**src/rtl/uart_tx_serializer.sv**
```systemverilog
// UART transmit serializer: start bit, WIDTH data bits LSB-first, optional parity, one stop bit.
// Define UART_TX_PARITY_EN to insert a parity bit (par_typ: 0=even, 1=odd).
module uart_tx_serializer #(
    parameter int unsigned WIDTH        = 8,
    parameter int unsigned CLKS_PER_BIT = 16
) (
    input  logic             clk,
    input  logic             rst,
    input  logic             data_valid,
    input  logic [WIDTH-1:0] parallel_data,
    input  logic             par_typ,
    output logic             tx_out,
    output logic             busy,
    output logic             done
);

    localparam int unsigned PS_W = $clog2(CLKS_PER_BIT);
    localparam int unsigned BC_W = (WIDTH > 1) ? $clog2(WIDTH) : 1;

    typedef enum logic [2:0] {
        IDLE   = 3'd0,
        START  = 3'd1,
        DATA   = 3'd2,
        PARITY = 3'd3,
        STOP   = 3'd4
    } state_t;

    state_t           state, state_nxt;
    logic [PS_W-1:0]  prescale, prescale_nxt;
    logic [BC_W-1:0]  bit_cnt, bit_cnt_nxt;
    logic [WIDTH-1:0] shift, shift_nxt;
    logic             tx_nxt, busy_nxt, done_nxt;
    logic             bit_end;
    logic             par_bit, par_bit_nxt;

`ifndef UART_TX_PARITY_EN
    logic unused_par_typ;
    assign unused_par_typ = par_typ;
`endif

    // State and registered outputs
    always_ff @(posedge clk or posedge rst) begin
        if (rst) begin
            state    <= IDLE;
            prescale <= '0;
            bit_cnt  <= '0;
            shift    <= '0;
            par_bit  <= 1'b0;
            tx_out   <= 1'b1;
            busy     <= 1'b0;
            done     <= 1'b0;
        end else begin
            state    <= state_nxt;
            prescale <= prescale_nxt;
            bit_cnt  <= bit_cnt_nxt;
            shift    <= shift_nxt;
            par_bit  <= par_bit_nxt;
            tx_out   <= tx_nxt;
            busy     <= busy_nxt;
            done     <= done_nxt;
        end
    end

    // Next-state and next-output logic
    always_comb begin
        state_nxt    = state;
        prescale_nxt = prescale;
        bit_cnt_nxt  = bit_cnt;
        shift_nxt    = shift;
        par_bit_nxt  = par_bit;
        tx_nxt       = tx_out;
        busy_nxt     = busy;
        done_nxt     = 1'b0;
        bit_end      = (prescale == PS_W'(CLKS_PER_BIT - 1));

        // Every non-idle state times one serial bit with the prescaler
        if (state != IDLE) begin
            prescale_nxt = bit_end ? '0 : prescale + PS_W'(1);
        end

        case (state)
            IDLE: begin
                tx_nxt       = 1'b1;
                busy_nxt     = 1'b0;
                prescale_nxt = '0;
                bit_cnt_nxt  = '0;
                if (data_valid && !busy) begin
                    shift_nxt = parallel_data;
`ifdef UART_TX_PARITY_EN
                    par_bit_nxt = (^parallel_data) ^ par_typ;
`endif
                    state_nxt = START;
                    busy_nxt  = 1'b1;
                    tx_nxt    = 1'b0;
                end
            end
            START: begin
                if (bit_end) begin
                    state_nxt   = DATA;
                    bit_cnt_nxt = '0;
                    tx_nxt      = shift[0];
                    shift_nxt   = shift >> 1;
                end
            end
            DATA: begin
                if (bit_end) begin
                    if (bit_cnt == BC_W'(WIDTH - 1)) begin
`ifdef UART_TX_PARITY_EN
                        state_nxt = PARITY;
                        tx_nxt    = par_bit;
`else
                        state_nxt = STOP;
                        tx_nxt    = 1'b1;
`endif
                    end else begin
                        bit_cnt_nxt = bit_cnt + BC_W'(1);
                        tx_nxt      = shift[0];
                        shift_nxt   = shift >> 1;
                    end
                end
            end
`ifdef UART_TX_PARITY_EN
            PARITY: begin
                if (bit_end) begin
                    state_nxt = STOP;
                    tx_nxt    = 1'b1;
                end
            end
`endif
            STOP: begin
                if (bit_end) begin
                    state_nxt = IDLE;
                    busy_nxt  = 1'b0;
                    done_nxt  = 1'b1;
                    tx_nxt    = 1'b1;
                end
            end
            default: begin
                state_nxt    = IDLE;
                prescale_nxt = '0;
                bit_cnt_nxt  = '0;
                tx_nxt       = 1'b1;
                busy_nxt     = 1'b0;
            end
        endcase
    end

endmodule

```
**config.mk**
```make
export PLATFORM = sky130hd
export DESIGN_NAME = uart_tx_serializer
export DESIGN_NICKNAME = d
export VERILOG_FILES = /design/src/rtl/uart_tx_serializer.sv
export SDC_FILE = /design/constraint.sdc
export NUM_CORES = 1
export LEC_CHECK = 0
export ABC_AREA = 0
export CORE_ASPECT_RATIO = 0.9
export CORE_MARGIN = 2
export CORE_UTILIZATION = 41
export DETAILED_ROUTE_END_ITERATION = 6
export HOLD_SLACK_MARGIN = 0.1
export PLACE_DENSITY = 0.72
export SYNTH_ARGS = -nofsm -noshare
export SYNTH_HDL_FRONTEND = slang
export SYNTH_SLANG_ARGS = --single-unit
```
**constraint.sdc**
```tcl
create_clock -name clk -period 1.7 [get_ports clk]
set_clock_uncertainty 0.1 [all_clocks]
set_input_delay 0.34 -clock clk [delete_from_list [all_inputs] [get_ports clk]]
set_output_delay 0.34 -clock clk [all_outputs]
set_load 0.02 [all_outputs]
```
==> run summary <==
length of the first detailed-routing pass in iterations = 5
FF/Latch Area = 528 µm²
mux share of post-synthesis cell area = 0.0286
DR WL/cell = 14.5 µm
Syn Std Cell Area = 0.00109 mm²
Max FO, Critical Path = 3
final wirelength = 2.36 mm
TNS Setup = -0.409 ns
die height = 53.0 µm
Worst R2R Start = bit_cnt[0]
Area growth, synth to finish = 37.2%
Tmin final = 1.76 ns
vias in the first global route = 895
Startpoint Class = flop
Max Clk Rate = 0.567 GHz
post-synthesis cell count = 103
Clock Latency Late Sink = 0.32 ns
setup repair after global routing missed its margin = true
vias per cell = 5.48
CP delay by family, top = flip-flops
simple-gate share of the synthesized area = 0.168
site row count = 17
area leader, netlist = dfrtp_1
hpwl dp = 1.59 mm
post-synthesis register bit count = 21
Peak VDD IR = 990 µV
RePlAce Congestion = 0.842
CTS Buf Count = 3
Starting Density = 0.439
Syn Nets = 118
total grt overflow = 0
Die Wd = 58.4 µm
initial drt markers = 31
fin nets = 151
endpoints failing setup = 11
I/O pin total = 15
Period Utilization, post-route = 1.04
Avg Inst Size Synth = 10.6 µm²
H-tree levels = 1
Seq/Total Area, Yosys = 0.482
initial antenna violation count = 0
layout cells sized above 1 = 0.356
Final ANT Viol Nets = 0
Synth warnings = 0
Crit-path slowest cell = dfrtp_1
# diodes = 0
Max Cap Viol = 0
Hold Path Class = in2async
status = finished with violations
Worst Path Buf+Inv = 1
Crit Path Class = reg2reg
multi-input logic area = 603 µm²
CP arrival = 1.90 ns
post-synthesis compound-gate area fraction = 0.200
Worst Setup SP = bit_cnt[0]
I/O Buffers = 13
routed via count = 893
worst-margin pin slew = 0.375 ns
Synth Area in Adders = 0.0343
CTS Sinks = 21
fillers = 197
WP data required = 1.83 ns
worst setup margin = -0.0626 ns
Distinct cells, synth = 33
kind of end point of the critical path = flop
largest net degree at the start of global routing = 22
Clock Path Buffers = 2
power density cells = 1420 mW/mm²
CTS tree = built
Synth top area share = 0.458
max_slew headroom = 0.750
first-pass GRT wire length = 3.76 mm
Worst-path clk slew = 0.13 ns
Total Routing Usage GR = 0.162
CTS root buf = clkbuf_4
failing checks = negative setup slack
CTS Hold Bufs = 0
Hold Fails Final Rpt = 0
max-slew violation count = 0
sequence of cells on the critical path = ha_2 -> ha_4 -> or3_4 -> a22oi_4 -> buf_6 -> a2bb2oi_2
placed instance area = 0.00131 mm²
dominant cells by area after synthesis = dfrtp_1 (46%), a2bb2oi_1 (5.6%), o22ai_1 (4.0%)
XOR/XNOR share of the synthesized area = 0.0320
largest family of logic cells by synthesized area = compound AO/OA/AOI/OAI gates
final routed DRC violation total = 0
Leak = 0.661 nW
Die Area = 0.00310 mm²
CORE AREA = 0.00249 mm²
slowest stage delay, CP = 0.40 ns
Layout Cell Area excl Fill = 0.00150 mm²
==> cells in the mapped netlist (all sizes together) <==
cell,instances
inv,6
nor2,8
o211ai,1
o21ai,3
a2bb2oi,8
mux2i,2
nand2,6
or3b,1
or3,1
xor2,3
o22ai,7
o2bb2ai,1
a22oi,1
nor2b,3
nand3,5
a31oi,2
buf,3
a21oi,6
and2b,2
ha,3
xnor2,1
clkbuf,1
dfstp,1
and2,1
mux2,1
nand2b,1
nor3,3
dfrtp,20
and3,2
==> where the power goes <==
part	switching, mW	total (mW)	internal, mW
sequential	0.151	0.838	0.687
combinational	0.476	1.04	0.567
clock	0.158	0.246	0.0880
total	0.785	2.13	1.34
==> final cells by class <==
class,instances,share of cell area
multi-input combinational,72,0.402
sequential,21,0.352
timing repair buffer,32,0.189
tap,28,0.0234
clock buffer,3,0.0150
inverter,6,0.0150
clock inverter,1,0.00334
==> logic make-up after synthesis <==
| logic type | Yosys count |
|---|---|
| fa+ha+maj | 3 |
| simple gates | 33 |
| flops | 21 |
| buf+inv | 10 |
| mux | 3 |
| compound gates | 29 |
| xor+xnor | 4 |
==> worst paths after layout <==
check	to	slack, ns	cells after the start
setup / recovery	shift[0]	-0.06	6
hold / removal	prescale[3]	0.23	3
setup reg to reg	shift[0]	-0.06	6
hold reg to reg	prescale[0]	0.38	1
max in group asynchronous	tx_out	0.98	3
min in group clk	prescale[0]	0.38	1
==> state kept, by name, indices dropped and copies added (netlist names) <==
signal and cells:
done 1, busy 1, prescale 4, tx_out 1, bit_cnt 3, state 3, shift 8
==> stage by stage <==
step	power [mW]	hold WS, ns	std cells	util	setup slack, ns
final	2.13	0.225	163	0.603	-0.0626
after global routing	2.27	0.256	163	0.603	-0.118
after CTS	1.91	0.243	158	0.559	-0.0910
after detailed placement	1.64	0.367	151	0.525	-0.0873
after global placement	1.61	0.348	151	0.525	-0.0703
after floorplan	1.41	0.216	103	-	0.0155
==> placed cells by master, fill, tap and decap left out, types with 5 or more instances in the layout <==
cell             instances
a21oi_1                  5
dfrtp_1                 19
a2bb2oi_2                8
buf_4                   16
nor2_1                   8
inv_1                    6
nand2_1                  5
clkdlybuf4s50_1         10
o22ai_1                  7
==> worst reg2reg max path: cells and delay by family, from the launching register on <==
kind / cells / cell delay (ns)
flip-flops: 1 / 0.40
AND/OR/NAND/NOR: 1 / 0.35
adder cells (fa/ha/maj): 2 / 0.36
buffers and inverters: 1 / 0.14
AO/OA/AOI/OAI: 2 / 0.35
==> what timing repair did <==
action,4_1_cts,5_1_grt
setup buffers,3,5
endpoints found under the setup margin,12,13
resized for setup,9,14
pin swaps,6,6
==> routing by layer <==
metal | global-route usage | wire [µm] | up-vias
met5 | 0 | 0 | -
li1 | - | - | 437
met3 | 0.0562 | 94 | 4
met1 | 0.187 | 1030 | 433
met4 | 0.0426 | 27 | 0
met2 | 0.285 | 1210 | 19
(Power assumes the default switching activity.)
